[src/rtl/imem_boot_ctrl.sv]
`timescale 1ns/1ps
`default_nettype none
// ---------------------------------------------------------------------------
// imem_boot_ctrl - clear / load / run sequencer for the single-port instruction
// memory; optional IMEM_CTRL_BOUNDS_EN adds NOP-on-out-of-range + fetch_fault.  Rev 1.0
// ---------------------------------------------------------------------------
module imem_boot_ctrl #(
  parameter int ADDR_W      = 10,
  parameter int CLEAR_WORDS = 64
) (
  input  logic              SYS_clk,
  input  logic              SYS_reset,
  input  logic              load_start,
  input  logic              load_valid,
  input  logic [31:0]       load_data,
  input  logic              load_last,
  output logic              load_ready,
  input  logic              fetch_req,
  input  logic [31:0]       fetch_pc,
  output logic              fetch_valid,
  output logic [31:0]       instruction,
  output logic              core_stall,
  output logic [ADDR_W:0]   load_count,
  output logic              boot_err,
  output logic              mem_we,
  output logic [ADDR_W-1:0] mem_addr,
  output logic [31:0]       mem_wdata,
  input  logic [31:0]       mem_rdata
`ifdef IMEM_CTRL_BOUNDS_EN
  ,
  output logic              fetch_fault
`endif
);

  typedef enum logic [1:0] {
    S_CLEAR = 2'd0,
    S_LOAD  = 2'd1,
    S_RUN   = 2'd2
  } state_t;

  localparam logic [ADDR_W-1:0] c_CLR_LAST = ADDR_W'(CLEAR_WORDS - 1);
  localparam logic [ADDR_W-1:0] c_ADDR_MAX = '1;
  localparam logic [31:0]       c_NOP      = 32'h0000_0013;

  state_t              r_state;
  state_t              w_state_nxt;
  logic [ADDR_W-1:0]   r_clr_cnt;
  logic [ADDR_W:0]     r_load_count;
  logic                r_boot_err;
  logic                r_fetch_pend;
  logic [31:0]         r_instr_hold;

  logic                w_in_run;
  logic                w_squash;
  logic                w_fetch_go;
  logic                w_beat;
  logic                w_last_addr;
  logic [ADDR_W-1:0]   w_fetch_idx;
  logic [31:0]         w_fetch_data;
  logic                w_unused_pc;

  assign w_in_run    = (r_state == S_RUN);
  assign w_squash    = w_in_run & load_start;
  assign w_fetch_go  = w_in_run & fetch_req & ~load_start;
  assign w_beat      = (r_state == S_LOAD) & load_valid;
  assign w_last_addr = (r_load_count[ADDR_W-1:0] == c_ADDR_MAX);
  assign w_fetch_idx = fetch_pc[ADDR_W+1:2];

`ifdef IMEM_CTRL_BOUNDS_EN
  logic r_fetch_nop;
  logic w_fetch_oob;

  // Outside the loaded image or above the physical array: answer with a NOP.
  assign w_fetch_oob  = (|(fetch_pc >> (ADDR_W + 2))) | ({1'b0, w_fetch_idx} >= r_load_count);
  assign w_fetch_data = r_fetch_nop ? c_NOP : mem_rdata;
  assign fetch_fault  = fetch_valid & r_fetch_nop;
  assign w_unused_pc  = ^fetch_pc[1:0];

  always_ff @(posedge SYS_clk) begin
    if (!SYS_reset) begin
      r_fetch_nop <= 1'b0;
    end else begin
      r_fetch_nop <= w_fetch_go & w_fetch_oob;
    end
  end
`else
  assign w_fetch_data = mem_rdata;
  assign w_unused_pc  = ^{fetch_pc[31:ADDR_W+2], fetch_pc[1:0]};
`endif

  always_ff @(posedge SYS_clk) begin
    if (!SYS_reset) begin
      r_state      <= S_CLEAR;
      r_clr_cnt    <= '0;
      r_load_count <= '0;
      r_boot_err   <= 1'b0;
      r_fetch_pend <= 1'b0;
      r_instr_hold <= '0;
    end else begin
      r_state      <= w_state_nxt;
      r_clr_cnt    <= (r_state == S_CLEAR) ? r_clr_cnt + 1'b1 : '0;
      r_fetch_pend <= w_fetch_go;
      if (w_squash) begin
        r_load_count <= '0;
      end else if (w_beat) begin
        r_load_count <= r_load_count + 1'b1;
      end
      if (w_beat && w_last_addr && !load_last) begin
        r_boot_err <= 1'b1;
      end
      if (fetch_valid) begin
        r_instr_hold <= w_fetch_data;
      end
    end
  end

  // Only the current state drives mem_addr, so write and fetch never collide.
  always_comb begin
    w_state_nxt = r_state;
    mem_we      = 1'b0;
    mem_addr    = '0;
    mem_wdata   = '0;
    load_ready  = 1'b0;
    case (r_state)
      S_CLEAR: begin
        mem_we   = 1'b1;
        mem_addr = r_clr_cnt;
        if (r_clr_cnt == c_CLR_LAST) begin
          w_state_nxt = S_LOAD;
        end
      end
      S_LOAD: begin
        load_ready = 1'b1;
        mem_addr   = r_load_count[ADDR_W-1:0];
        if (load_valid) begin
          mem_we    = 1'b1;
          mem_wdata = load_data;
          if (load_last || w_last_addr) begin
            w_state_nxt = S_RUN;
          end
        end
      end
      S_RUN: begin
        mem_addr = w_fetch_idx;
        if (load_start) begin
          w_state_nxt = S_CLEAR;
        end
      end
      default: w_state_nxt = S_CLEAR;
    endcase
  end

  // A fetch returning in the reload cycle is squashed before it reaches the core.
  assign fetch_valid = r_fetch_pend & ~w_squash;
  assign instruction = fetch_valid ? w_fetch_data : r_instr_hold;
  assign core_stall  = ~w_in_run;
  assign load_count  = r_load_count;
  assign boot_err    = r_boot_err;

endmodule
`default_nettype wire

[config.mk]
export PLATFORM = sky130hd
export DESIGN_NAME = imem_boot_ctrl
export DESIGN_NICKNAME = d
export VERILOG_FILES = /design/src/rtl/imem_boot_ctrl.sv
export SDC_FILE = /design/constraint.sdc
export NUM_CORES = 1
export LEC_CHECK = 0
export ABC_AREA = 1
export CAP_MARGIN = 0
export CELL_PAD_IN_SITES_DETAIL_PLACEMENT = 1
export CELL_PAD_IN_SITES_GLOBAL_PLACEMENT = 1
export CORE_ASPECT_RATIO = 1.2
export CORE_MARGIN = 2
export CORE_UTILIZATION = 25
export CTS_BUF_LIST = sky130_fd_sc_hd__clkbuf_4
export CTS_CLUSTER_SIZE = 25
export DETAILED_ROUTE_END_ITERATION = 8
export PLACE_DENSITY = 0.87
export REMOVE_ABC_BUFFERS = 1
export SYNTH_ARGS = -nofsm -noshare
export SYNTH_HDL_FRONTEND = slang
export SYNTH_SLANG_ARGS = --single-unit
[constraint.sdc]
create_clock -name SYS_clk -period 1.8 [get_ports SYS_clk]
set_clock_uncertainty 0.2 [all_clocks]
set_input_delay 0.36 -clock SYS_clk [delete_from_list [all_inputs] [get_ports SYS_clk]]
set_output_delay 0.36 -clock SYS_clk [all_outputs]
set_load 0.03 [all_outputs]
==> results.cfg, run 1 <==
[layout]
synthToLayoutAreaGrowth_pct = 125
fin_util = 0.568
diodes = 0
drive_gt1_frac = 0.492
fill_cells = 1349
fin_cells = 884
fin_nets = 822

[placed_design]
place.gp.congestion = 0.858
detailed_place_hpwl_mm = 9.85
placed_cells = 814
portBuffers = 169

[grt]
gr-total-overflow = 0
grtUsageMet3 = 0.0733
first_global_vias = 4610
busiest_layer = met2
grtUsageMet2 = 0.453
gr-usage-met1 = 0.246
grt_max_degree = 34
grtUsageTotal = 0.247
grt_first_pass_wirelength_mm = 25.0
grt_antenna_before_repair = 0

[die]
rows = 44
die_height_um = 125
coreArea_um2 = 12000
io_pins = 192
chipWidth_um = 105
die_area_um2 = 13000
initial_utilization = 0.253

[yosys]
ys.flop_type = dfxtp_1
yosysMostFrequentCell = inv_1
synth-seq-cells = 57
synth_area_leaders = dfxtp_1 38%, inv_1 12%, nor2_1 11%
synth_top_area_cell = dfxtp_1
yosysTopAreaCellShare = 0.376
netlist_instances = 442
synth_common_cells = 96 x inv_1, 85 x nor2_1, 57 x dfxtp_1
synth_cell_types = 30
async_reset_ff_frac = 0
synth-edff-count = 0
ys_seq_area_frac = 0.376
avgSynthCellArea_um2 = 6.87
syn_area_um2 = 3040
ys_warn_count = 0

[timing]
rsz0062_at_grt = true
setup_tns_ns = -43.76
relSlewSlack = 0.695
hold_viol = 0
tightest_slew_ns = 0.455
hold_ws_ns = 0.282
max_freq_mhz = 408
setup_slack_ns = -0.652
setup_viol = 96
drv_slew = 0
period_share = 1.36
final.min_clock_period_ns = 2.45

[worst_setup_path]
slowest_stage = dfxtp_2
worstPathArrival_ns = 1.89
cp-end-kind = output port
cp_max_fo = 7
cp.required_ns = 1.24
startpoint_type = flip-flop
crit_type = flip-flop to output port
slowest_delay_ns = 0.36
worstPathCellList = inv_2, nor2_4, nand2_2, nand2_4, inv_8, buf_8, or2_1, o21ai_2, inv_1, buf_6

[clock_network]
cts_tree = done
cts_made_buffers = 9
htree_levels = 3
clock-sinks = 57
clk_path_buf_depth = 2
root_buffer = clkbuf_4
cts.hold.buffers_added = 0
path_clk_slew_ns = 0.11
clk_latency_ns = 0.40

[detailed_routing]
vias_per_cell = 4.82
finalWirelength_mm = 19.3
drt_drc_violations_left = 0
drtPass1Iterations = 4
num_vias = 4262
antenna_left = 0
drt_iter0_drc = 190
avgRoutedWirePerCell_um = 21.8

[power]
combPwrFrac = 0.529
p_total_mw = 5.02
p_clk_frac = 0.188
leakage_nw = 3.22
p_int_mw = 3.03
switching_share = 0.397
vdd_drop_max_v = 0.000319
powerDensity_nw_per_um2 = 736
pwr-share-seq = 0.283
switchingPower_mw = 1.99

[run_status]
status = complete, but fails checks
failed_checks = negative setup slack

[run]
cap_violations = 0

[min_path]
hp-class = flip-flop to flip-flop
## what timing repair did
action	CTS	global route
pin swaps	7	21
gates resized for setup	290	116
endpoints found under the setup margin	92	123
gates cloned	5	2
buffers inserted	23	34
## cell type report
type	count	area (µm²)	share of cell area
repair buffers	279	2940	0.432
flip-flops and latches	57	1150	0.168
inverters	101	402	0.0589
clock inverters	5	46.3	0.00679
multi-input cells	269	1990	0.292
repair inverters	1	6.26	0.000917
clock buffers	11	82.6	0.0121
well taps	161	201	0.0295
## flip-flops by register name, summed over array words and instances, names as in the netlist
name	flops
boot_err	1
load_count	11
r_clr_cnt	10
r_fetch_pend	1
r_instr_hold	32
r_state	2
## critical path, delay by kind of cell, from the launching register on
family	cells	cell delay, ns
simple gates	4	0.56
compound gates	1	0.08
flops	1	0.36
buf+inv	5	0.47
## stage by stage
stage,worst slack [ns],area (µm²)
floorplan,-0.671,2950
global placement,-0.835,5240
detailed placement,-0.938,5240
CTS,-0.680,6290
global route,-0.758,6820
finish,-0.652,6820
## cells by family (layout without fill, tap and decap cells)
group,count (synthesis),in the layout,synth area share
AND/OR/NAND/NOR,197,197,0.300
buffers and inverters,116,397,0.153
flip-flops,57,57,0.376
adder cells (fa/ha/maj),2,2,0.00824
AO/OA/AOI/OAI,70,70,0.163
## power by group through the flow
| stage | registers (mW) | logic, mW | clock network (mW) |
|---|---|---|---|
| after global routing | 1.43 | 2.75 | 1.03 |
| final | 1.42 | 2.66 | 0.944 |
| after CTS | 1.40 | 2.17 | 0.940 |
| after floorplan | 1.43 | 0.807 | 0 |
| after global placement | 1.42 | 1.77 | 0 |
| after detailed placement | 1.43 | 1.82 | 0 |
## layout by cell type, fill, tap and decap left out, drive strengths merged, types with 3 or more instances in the layout
master           n
inv            100
o221ai           6
o21ai           43
o211ai           4
nor2            90
nand3           14
nand2           50
dfxtp           57
nor3             7
or2             32
nand4            3
clkdlybuf4s50   79
clkinv           6
buf            188
clkbuf          20
a21oi           16
## worst paths after layout
| path | from | endpoint | slack (ns) | depth (start not counted) |
|---|---|---|---|---|
| max | r_state[1] | instruction[20] | -0.65 | 10 |
| min | boot_err | boot_err | 0.28 | 2 |
| max reg2reg | r_state[1] | load_count[4] | -0.51 | 13 |
| min reg2reg | boot_err | boot_err | 0.28 | 2 |
## routing by layer
| metal | wire length (µm) | share of wire | up-vias |
|---|---|---|---|
| met5 | 0 | 0 | - |
| met1 | 6790 | 0.35 | 2050 |
| met4 | 1020 | 0.053 | 0 |
| met3 | 1460 | 0.076 | 68 |
| li1 | - | - | 1893 |
| met2 | 9990 | 0.52 | 251 |
Note: power is estimated with default switching activity, not from simulation.
==> inputs of run 2 (changes only) <==
--- a/config.mk
+++ b/config.mk
@@ -17,6 +17,7 @@
 export DETAILED_ROUTE_END_ITERATION = 8
 export PLACE_DENSITY = 0.87
 export REMOVE_ABC_BUFFERS = 1
+export SKIP_LAST_GASP = 1
 export SYNTH_ARGS = -nofsm -noshare
 export SYNTH_HDL_FRONTEND = slang
 export SYNTH_SLANG_ARGS = --single-unit
==> run 2 against run 1 <==
  * Maximum frequency grew 0.51%
  * Register-to-register slack improved by 0.10 ns
  * The flow still finishes with violations (negative setup slack)
  * Combinational power is 4% lower
  * Highest routed layer unchanged
  * Clock power decreased by 0.8%
  * Core utilization down 0.80 points
  * Largest cell class unchanged
  * Clock-buffer cell count is the same
  * Total power down 1.7%
  * First-iteration DRC count down 23%
  * Final area decreased by 1.4%
  * Die area stayed put
  * Largest power group unchanged
==> results.cfg, run 2 (synthesis results as in run 1) <==
[run_status]
status = complete, but fails checks
failed_checks = negative setup slack

[worst_setup_path]
worstPathArrival_ns = 1.88
worstPathCellList = inv_4, nor2_4, nand2_2, nand2_4, buf_12, buf_12, buf_12, o21ai_2, inv_2, buf_6
crit_type = flip-flop to output port
slowest_stage = dfxtp_4
slowest_delay_ns = 0.37
startpoint_type = flip-flop
cp_max_fo = 8
path_common_cell = buf_12
cp-end-kind = output port
cp.required_ns = 1.24

[clock_network]
cts_made_buffers = 9
cts_tree = done
clk_latency_ns = 0.40
clock-sinks = 57
path_clk_slew_ns = 0.10
clk_path_buf_depth = 2
htree_levels = 3
root_buffer = clkbuf_4
cts.hold.buffers_added = 0

[die]
die_area_um2 = 13000
coreArea_um2 = 12000
io_pins = 192
initial_utilization = 0.253
chipWidth_um = 105
die_height_um = 125
rows = 44

[detailed_routing]
vias_per_cell = 4.71
drt_drc_violations_left = 0
finalWirelength_mm = 18.5
num_vias = 4127
drt_iter0_drc = 147
avgRoutedWirePerCell_um = 21.1
drtPass1Iterations = 4
antenna_left = 0

[timing]
relSlewSlack = 0.640
period_share = 1.36
hold_viol = 0
setup_viol = 91
final.min_clock_period_ns = 2.44
max_freq_mhz = 410
drv_slew = 0
setup_slack_ns = -0.639
hold_ws_ns = 0.277
tightest_slew_ns = 0.535
rsz0062_at_grt = true

[layout]
drive_gt1_frac = 0.461
diodes = 0
regMostFlops = r_instr_hold
final_cell_mix = 87 x inv_1, 79 x clkdlybuf4s50_1, 78 x buf_4, 77 x buf_6, 52 x dfxtp_1
synthToLayoutAreaGrowth_pct = 121
fin_nets = 815
largest_reg_flops = 32
final_common_cell = inv_1
fin_util = 0.560
fin_cells = 877

[power]
vdd_drop_max_v = 0.000333
powerDensity_nw_per_um2 = 734
leakage_nw = 3.19

[min_path]
hp-class = flip-flop to flip-flop

[placed_design]
detailed_place_hpwl_mm = 9.85
dpl_worst_slack_ns = -0.938
portBuffers = 169
placed_cells = 814
place.gp.congestion = 0.858

[grt]
grt_first_pass_wirelength_mm = 24.6
first_global_vias = 4494
gr-total-overflow = 0
grt_antenna_before_repair = 1
grt_max_degree = 34
grtUsageTotal = 0.243

[run]
cap_violations = 0
==> run 2: metrics by stage <==
step	power [mW]	instance area, µm²	TNS [ns]
after floorplan	2.24	2950	-38.56
after global placement	3.19	5240	-38.30
after detailed placement	3.25	5240	-44.67
after CTS	4.48	6220	-38.67
after global routing	5.13	6720	-48.72
final	4.93	6720	-42.00
==> run 2: repair_timing <==
action / in CTS / in global routing
endpoints found under the setup margin: 92 / 115
cloned: 5 / 2
setup buffers: 23 / 24
pin swaps: 6 / 20
gates resized for setup: 264 / 109
==> run 2: power breakdown <==
group	switching, mW	internal, mW
Clock	0.495	0.440
Combinational	1.34	1.22
Sequential	0.0902	1.34
Total	1.93	3.00
==> run 2: final timing paths <==
| kind | startpoint | end | slack, ns | cells after the start |
|---|---|---|---|---|
| worst max-delay path | r_state[1] | instruction[2] | -0.64 | 10 |
| worst min-delay path | boot_err | boot_err | 0.28 | 2 |
| worst min register to register | boot_err | boot_err | 0.28 | 2 |
| worst max register to register | r_state[1] | load_count[10] | -0.41 | 14 |
==> run 2: worst max-delay path, delay by kind of cell, from the launching register on <==
kind | cells | cell delay [ns]
buffers and inverters | 6 | 0.70
AND/OR/NAND/NOR | 3 | 0.22
flip-flops | 1 | 0.37
AO/OA/AOI/OAI | 1 | 0.19
==> run 2: cell type report <==
class / count / area [µm²]
fillers: 1360 / 5280
repair buffers: 272 / 2920
multi-input cells: 269 / 1920
flip-flops and latches: 57 / 1150
inverters: 101 / 402
well taps: 161 / 201
clock buffers: 11 / 82.6
clock inverters: 5 / 46.3
repair inverters: 1 / 6.26
==> run 2: metal layers <==
metal / GRT usage / part of all wire / vias up / routed length, µm
li1: - / - / 1877 / -
met1: 0.232 / 0.35 / 1970 / 6470
met2: 0.463 / 0.53 / 224 / 9770
met3: 0.0806 / 0.076 / 56 / 1410
met4: 0.111 / 0.046 / 0 / 852
met5: 0 / 0 / - / 0
